===== src/rtl/mem_access_unit.sv =====
// Memory-stage load/store unit: issues one word-addressed bus transfer per
// load/store, stalls the pipeline while it is outstanding, returns aligned and
// extended load data, and flags misaligned accesses and bus timeouts.
module mem_access_unit #(
   parameter int unsigned TIMEOUT = 255
) (
   input  logic        clk,
   input  logic        rst,
   input  logic        memenM,
   input  logic [2:0]  lsopM,
   input  logic [31:0] aluoutM,
   input  logic [31:0] writedataM,
   output logic [31:0] readdataM,
   output logic        stallM,
   output logic        adelM,
   output logic        adesM,
   output logic        buserrM,
   output logic        mem_req,
   output logic        mem_wr,
   output logic [31:0] mem_addr,
   output logic [3:0]  mem_wstrb,
   output logic [31:0] mem_wdata,
   input  logic [31:0] mem_rdata,
   input  logic        mem_ready
);

   localparam int unsigned AW = 32;
   localparam int unsigned DW = 32;
   localparam int unsigned BW = 4;
   localparam int unsigned CW = 8;

   localparam logic [2:0] OP_LB  = 3'b000;
   localparam logic [2:0] OP_LBU = 3'b001;
   localparam logic [2:0] OP_LH  = 3'b010;
   localparam logic [2:0] OP_LHU = 3'b011;
   localparam logic [2:0] OP_LW  = 3'b100;
   localparam logic [2:0] OP_SB  = 3'b101;
   localparam logic [2:0] OP_SH  = 3'b110;
   localparam logic [2:0] OP_SW  = 3'b111;

   typedef enum logic [1:0] {
      S_IDLE = 2'd0,
      S_REQ  = 2'd1,
      S_DONE = 2'd2
   } state_t;

   state_t          r_state;
   state_t          w_next;

   logic [2:0]      r_lsop;
   logic [1:0]      r_alo;
   logic [CW-1:0]   r_cnt;
   logic [DW-1:0]   r_rdata;
   logic            r_err;
   logic [AW-1:0]   r_mem_addr;
   logic            r_mem_wr;
   logic [BW-1:0]   r_mem_wstrb;
   logic [DW-1:0]   r_mem_wdata;

   logic            w_is_store;
   logic            w_misaligned;
   logic            w_idle;
   logic            w_issue;
   logic            w_timeout;
   logic [BW-1:0]   w_wstrb;
   logic [DW-1:0]   w_wdata;
   logic [7:0]      w_byte;
   logic [15:0]     w_half;
   logic [DW-1:0]   w_load_data;

   assign w_is_store = lsopM[2] & (lsopM[1:0] != 2'b00);
   assign w_idle     = (r_state == S_IDLE);
   assign w_issue    = w_idle & memenM & ~w_misaligned;
   assign w_timeout  = (r_cnt == CW'(TIMEOUT - 1));

   assign adelM = w_idle & memenM & w_misaligned & ~w_is_store;
   assign adesM = w_idle & memenM & w_misaligned &  w_is_store;

   assign mem_addr  = r_mem_addr;
   assign mem_wr    = r_mem_wr;
   assign mem_wstrb = r_mem_wstrb;
   assign mem_wdata = r_mem_wdata;

   // Alignment check on the incoming opcode and low address bits
   always_comb begin
      w_misaligned = 1'b0;
      case (lsopM)
         OP_LH, OP_LHU, OP_SH: w_misaligned = aluoutM[0];
         OP_LW, OP_SW:         w_misaligned = |aluoutM[1:0];
         default:              w_misaligned = 1'b0;
      endcase
   end

   // Store byte strobes and lane-replicated write data
   always_comb begin
      w_wstrb = '0;
      w_wdata = writedataM;
      case (lsopM)
         OP_SB: begin
            w_wstrb = BW'(4'b0001 << aluoutM[1:0]);
            w_wdata = {4{writedataM[7:0]}};
         end
         OP_SH: begin
            w_wstrb = aluoutM[1] ? 4'b1100 : 4'b0011;
            w_wdata = {2{writedataM[15:0]}};
         end
         OP_SW: begin
            w_wstrb = 4'b1111;
            w_wdata = writedataM;
         end
         default: begin
            w_wstrb = '0;
            w_wdata = writedataM;
         end
      endcase
   end

   // Extract and extend the addressed byte/half/word of the returned beat
   always_comb begin
      w_byte      = mem_rdata[{r_alo, 3'b000} +: 8];
      w_half      = mem_rdata[{r_alo[1], 4'b0000} +: 16];
      w_load_data = '0;
      case (r_lsop)
         OP_LB:   w_load_data = {{24{w_byte[7]}}, w_byte};
         OP_LBU:  w_load_data = {24'd0, w_byte};
         OP_LH:   w_load_data = {{16{w_half[15]}}, w_half};
         OP_LHU:  w_load_data = {16'd0, w_half};
         OP_LW:   w_load_data = mem_rdata;
         default: w_load_data = '0;
      endcase
   end

   // State register
   always_ff @(posedge clk) begin
      if (rst) begin
         r_state <= S_IDLE;
      end else begin
         r_state <= w_next;
      end
   end

   // Next-state logic
   always_comb begin
      w_next = r_state;
      case (r_state)
         S_IDLE: if (w_issue) w_next = S_REQ;
         S_REQ:  if (mem_ready || w_timeout) w_next = S_DONE;
         S_DONE: w_next = S_IDLE;
         default: w_next = S_IDLE;
      endcase
   end

   // State-decoded outputs; result and error are visible only in DONE
   always_comb begin
      stallM    = 1'b0;
      mem_req   = 1'b0;
      readdataM = '0;
      buserrM   = 1'b0;
      case (r_state)
         S_IDLE: stallM = memenM & ~w_misaligned;
         S_REQ: begin
            stallM  = 1'b1;
            mem_req = 1'b1;
         end
         S_DONE: begin
            readdataM = r_rdata;
            buserrM   = r_err;
         end
         default: begin
            stallM = 1'b0;
         end
      endcase
   end

   // Transfer context latch, timeout counter and result capture
   always_ff @(posedge clk) begin
      if (rst) begin
         r_lsop      <= '0;
         r_alo       <= '0;
         r_cnt       <= '0;
         r_rdata     <= '0;
         r_err       <= 1'b0;
         r_mem_addr  <= '0;
         r_mem_wr    <= 1'b0;
         r_mem_wstrb <= '0;
         r_mem_wdata <= '0;
      end else if (r_state == S_IDLE) begin
         if (w_issue) begin
            r_lsop      <= lsopM;
            r_alo       <= aluoutM[1:0];
            r_cnt       <= '0;
            r_rdata     <= '0;
            r_err       <= 1'b0;
            r_mem_addr  <= {aluoutM[AW-1:2], 2'b00};
            r_mem_wr    <= w_is_store;
            r_mem_wstrb <= w_wstrb;
            r_mem_wdata <= w_wdata;
         end
      end else if (r_state == S_REQ) begin
         if (mem_ready) begin
            r_rdata <= w_load_data;
            r_err   <= 1'b0;
         end else if (w_timeout) begin
            r_rdata <= '0;
            r_err   <= 1'b1;
         end else begin
            r_cnt <= r_cnt + CW'(1);
         end
      end else begin
         r_rdata <= '0;
         r_err   <= 1'b0;
      end
   end

endmodule


===== config.mk =====
export PLATFORM = sky130hd
export DESIGN_NAME = mem_access_unit
export DESIGN_NICKNAME = d
export VERILOG_FILES = /design/src/rtl/mem_access_unit.sv
export SDC_FILE = /design/constraint.sdc
export NUM_CORES = 1
export LEC_CHECK = 0
export BUFFER_PORTS_ARGS = -buffer_cell sky130_fd_sc_hd__buf_2
export CAP_MARGIN = 20
export CORE_ASPECT_RATIO = 1.4
export CORE_MARGIN = 1
export CORE_UTILIZATION = 52
export CTS_CLUSTER_DIAMETER = 30
export DETAILED_ROUTE_END_ITERATION = 10
export PLACE_DENSITY = 0.85
export SYNTH_ARGS = -nofsm -noshare
export SYNTH_HDL_FRONTEND = slang
export SYNTH_SLANG_ARGS = --single-unit
export TNS_END_PERCENT = 20

===== constraint.sdc =====
create_clock -name clk -period 4.4 [get_ports clk]
set_input_delay 0.66 -clock clk [delete_from_list [all_inputs] [get_ports clk]]
set_output_delay 0.66 -clock clk [all_outputs]
set_load 0.005 [all_outputs]

# [Word-level counts from Yosys, hierarchy flattened]
# Index checks and enable logic that the tools add are counted.
[totals] regBits=115 latchBits=0 ramBits=0 romBits=0 input_bits=103 output_inout_bits=106 mem_count=0
[classes] addsub=1 mul=0 n_div=0 n_lt_le_gt_ge=0 eq_ne=18 shift=3 mux=27 n_bitwise=9 n_reduce_logical=12
[ops] cell="32-bit 2-to-1 mux" n=6
[ops] cell="32-bit one-hot mux with 5 select lines" n=1
[ops] cell="32-bit one-hot mux with 2 select lines" n=1
[ops] cell="8-bit 2-to-1 mux" n=5
[ops] cell="32-bit by 6-bit indexed part select with 16-bit output" n=1
[ops] cell="32-bit by 6-bit indexed part select with 8-bit output" n=1
[ops] cell="3-bit == test (second input constant)" n=5
[ops] cell="3-bit by 2-bit == test with 1-bit output (second input constant)" n=4
[ops] cell="4-bit one-hot mux with 3 select lines" n=1
[ops] cell="8-bit by 1-bit adder with 8-bit output (second input constant)" n=1
[ops] cell="8-bit == test (second input constant)" n=1
[ops] cell="1-bit AND" n=7
[ops] cell="1-bit 2-to-1 mux" n=7
[ops] cell="2-bit AND reduction" n=3
[ops] cell="2-bit 2-to-1 mux" n=2
[ops] cell="4-bit 2-to-1 mux" n=1
[ops] cell="2-bit by 1-bit != test with 1-bit output (second input constant)" n=2
[ops] cell="2-bit != test (second input constant)" n=2
[ops] cell="4-bit != test (second input constant)" n=1
[ops] cell="1-bit one-hot mux with 2 select lines" n=2
[ops] cell="2-bit one-hot mux with 2 select lines" n=1
[ops] cell="4-bit AND reduction" n=1
[ops] cell="2-bit nonzero test" n=2
[ops] cell="2-bit OR reduction" n=2
[ops] cell="other kinds (9)" n=10

# [Logic depth before layout (Yosys ltp)]
[depth] depth_word=7 ltp_mapped=8

# [Worst setup path before layout]
# OpenSTA, ideal clock, no wires.
[synth_path] kind="input-to-output" start="in lsopM[0]" end="out adelM" t_arrival_ns=1.421 t_required_ns=3.740 setup_slack_ns=2.319 path_stages=5 n_path_buf=1 cell_sequence="buf_4 nand3b_4 o211a_4 nand3b_1 nor2b_1"
[synth_via] elab_chain_len=5 elab_cells_between_ends=13
[synth_rtl] item="from (decl)" line="10" rtl="input logic [2:0] lsopM,"
[synth_rtl] item="3-bit == test / 3-bit by 2-bit == test with 1-bit output (equally long branches)" line="87" rtl="case (lsopM)"
[synth_rtl] item="3-bit OR reduction / 2-bit OR reduction (equally long branches)" line="87"
[synth_rtl] item="1-bit one-hot mux with 2 select lines" line="87"
[synth_rtl] item="1-bit AND" line="76" rtl="assign adelM = w_idle & memenM & w_misaligned & ~w_is_store;"
[synth_rtl] item="1-bit AND *" line="76"
[synth_rtl] item="to (decl)" line="15" rtl="output logic adelM,"
# Every way passes the cells marked *; elsewhere a longest branch is shown, timed or not.

# [Worst setup path after layout]
[layout_path] start="in lsopM[2]" end="out adelM"
# Same word-level chain as after synthesis.

==> results.ini <==
[global_route]
grt_max_degree = 46
grt_overflow = 0
grt_antenna_before_repair = 0
grt_pass1_vias = 4819
track_usage_pct = 27.5
grt_pass1_wl_um = 22300

[clocking]
postCtsSetupRepairBufs = 0
htree_levels = 4
cts-resized-gates = 0
path_clk_slew_ns = 0.05
clockBufferDepth = 2
cts.sinks = 115
insertion_delay_ns = 0.41
cts_tree = built
postCtsHoldBufs = 0
root_buffer = clkbuf_16
numCtsBuffers = 17

[critical_path]
r2r-end = r_rdata[16]
cpLargestDelayFamily = simple AND/OR/NAND/NOR gates
worst_path_most_repeated_cell = buf_2
cp.required_ns = 3.74
r2r-start = r_alo[1]
cp-endpoint = adelM
cpMaxStageDelayCell = buf_2
end_kind = output pin
critical_path_class = in -> out
cp.depth = 6
r2r_slack_ns = 1.94
cp-start-kind = primary input
cp.buffers_inverters = 2
reg2reg_depth = 5
crit_chain = buf_2, nand2_1, o211a_4, nand3b_1, nor2b_1, buf_2
cp_data_arrival_time_ns = 1.92
max_stage_delay_ns = 0.30
cp-startpoint = lsopM[2]
cp_max_fo = 17

[cells_and_area]
fin_nets = 813
fin_area_sq_um = 6780
drive_above_1_share_pct = 40.0
final_cells = 852
fin_util_pct = 70.9
syn2layout_area_growth_pct = 31.2
antenna_cells = 0

[timing]
period_needed_ns = 2.58
worst_clock_skew_ns = 0.00874
worst_slack_ns = 1.82
max_slew_margin_pct = 39.4
finalHoldViolCount = 0
rsz0062_at_grt = false
max_freq_mhz = 388
slew_violations = 0
setup_tns_ns = 0
worstMarginPinSlew_ns = 0.909
fin_crit_sh_pct = 58.6
finalSetupViolCount = 0

[die]
rows = 42
dieArea_sq_um = 10300
start_util_pct = 54.0
io_pins = 209
die_w_um = 86.2
die_y_um = 120
core_sq_um = 9560

[outcome]
outcome = completed

[logic_synthesis]
ys_ff_latch = 115
ys_warn_count = 0
seq_area_frac_synth_pct = 44.6
syn_inst = 517
synth_area_sq_um = 5160
synth_ff_type = dfxtp_1
post_synth_num_cell_types = 57
ys_async_sr_fraction_pct = 0
synth-edff-count = 0
syn_area_per_cell_sq_um = 9.99

[placement]
placed_area_sq_um = 6160
place_ws_ns = 1.79
io_buffer_count = 206
dp.cells = 819
hpwl_um = 10000
place_congestion = 0.885

[route]
wl_per_cell_um = 16.8
first_pass_iters = 5
wl_met3_um = 1240
viasPerCell = 5.73
num_vias = 4885
route.detailed.drc = 0
drt-total-wl_um = 14300
wl_met1_um = 5550
dr.first_iter.drc_count = 274
routed.top_layer = met4
wl_met2_um = 6880
ant_nets = 0

[run]
drv_cap = 0

[pwr]
power_density_nw_per_um2 = 426
leakage_uw = 0.00308
ir_drop_uv = 345

[hold_path]
min_from = mem_wdata[24]
hp-class = reg -> reg

## power breakdown
part,switching (uW),internal (uW),total [uW]
clock,490,876,1370
combinational,213,169,381
sequential,41.7,1100,1140
total,744,2140,2890
## how the worst min path moves through the flow
stage                     depth (start not counted)            end
after CTS                                         2   mem_addr[20]
after global routing                              2   mem_addr[12]
after global placement                            2  mem_wdata[18]
final                                             2  mem_wdata[24]
after detailed placement                          1     r_rdata[8]
after floorplan                                   1    r_rdata[10]
## kinds of logic (layout without fill, tap and decap cells)
family	Yosys count	after routing	synth area share [%]
AO/OA/AOI/OAI	189	189	29.4
XOR/XNOR	1	1	0.170
adder cells (fa/ha/maj)	2	2	0.484
buffers and inverters	52	254	5.86
flip-flops	115	115	44.6
multiplexers	26	26	5.57
other	1	2	0.0726
AND/OR/NAND/NOR	131	131	13.9
## registers in the layout, summed over array words and instances, names as in the netlist
signal	count
mem_wdata	32
r_rdata	32
r_alo	2
r_cnt	8
r_lsop	3
r_err	1
mem_wr	1
mem_addr	30
mem_wstrb	4
r_state	2
## metrics by stage
step	hold slack (ns)	power [uW]
global placement	0.430	1520
detailed placement	0.440	1530
global route	0.448	2990
CTS	0.451	2890
finish	0.448	2890
floorplan	0.424	1390
## synthesized netlist by cell type (2+ instances only)
| master | n | share of area [%] |
|---|---|---|
| a32o_1 | 4 | 0.78 |
| nand4_1 | 2 | 0.24 |
| o31ai_1 | 3 | 0.44 |
| o2bb2ai_2 | 10 | 2.9 |
| dfxtp_1 | 115 | 45 |
| buf_6 | 10 | 2.2 |
| mux2i_1 | 16 | 3.1 |
| inv_1 | 9 | 0.65 |
| a21oi_1 | 15 | 1.5 |
| ha_1 | 2 | 0.48 |
| a221oi_1 | 8 | 1.4 |
| o21ai_0 | 47 | 4.6 |
| or4_1 | 3 | 0.44 |
| o22ai_1 | 8 | 0.97 |
| mux2_2 | 9 | 2.0 |
| a211oi_1 | 2 | 0.29 |
| nand2b_1 | 3 | 0.36 |
| buf_2 | 7 | 0.68 |
| o2bb2ai_1 | 15 | 2.5 |
| nand3_1 | 4 | 0.39 |
| nor2b_1 | 3 | 0.36 |
| buf_4 | 6 | 0.87 |
| nand3b_1 | 4 | 0.58 |
| a21oi_2 | 11 | 1.9 |
| a22oi_1 | 8 | 1.2 |
| or3_1 | 5 | 0.61 |
| nor3_1 | 2 | 0.19 |
| clkbuf_1 | 18 | 1.3 |
| a22o_1 | 41 | 7.0 |
| nand2_1 | 43 | 3.1 |
| and2_1 | 33 | 4.0 |
| nor2_1 | 20 | 1.5 |
| a221o_1 | 7 | 1.4 |
## layout by cell type, fill, tap and decap left out, types with 5 or more instances in the layout
cell type,netlist,final
inv_1,9,9
dfxtp_1,115,115
o22ai_1,8,8
mux2i_1,16,16
o2bb2ai_1,15,15
buf_4,6,6
a21oi_1,15,15
nor2_1,20,20
or3_1,5,5
clkbuf_16,0,17
buf_2,7,206
and2_1,33,33
a221oi_1,8,8
o21ai_0,47,47
a221o_1,7,7
mux2_2,9,9
a22o_1,41,41
clkinvlp_4,0,7
nand2_1,43,43
a22oi_1,8,8
o2bb2ai_2,10,10
a21oi_2,11,11
## tightest hold or removal path, stage by stage (launching register included)
cell and delay [ns]:
dfxtp_1 0.32, nand2_1 0.04, o21ai_0 0.05
## routing by layer
metal	vias up	global-route usage [%]
met4	0	15.8
met1	2253	31.8
met2	277	44.2
met5	-	0
li1	2298	-
met3	57	8.94
## area by class of cell
cell class / count / area (sq um)
flip-flops and latches: 115 / 2300
clock buffers: 20 / 467
repair buffers: 214 / 1100
fillers: 741 / 2790
well taps: 132 / 165
inverters: 9 / 33.8
clock inverters: 11 / 130
multi-input cells: 351 / 2580
Power figures use the tool's default switching activity.
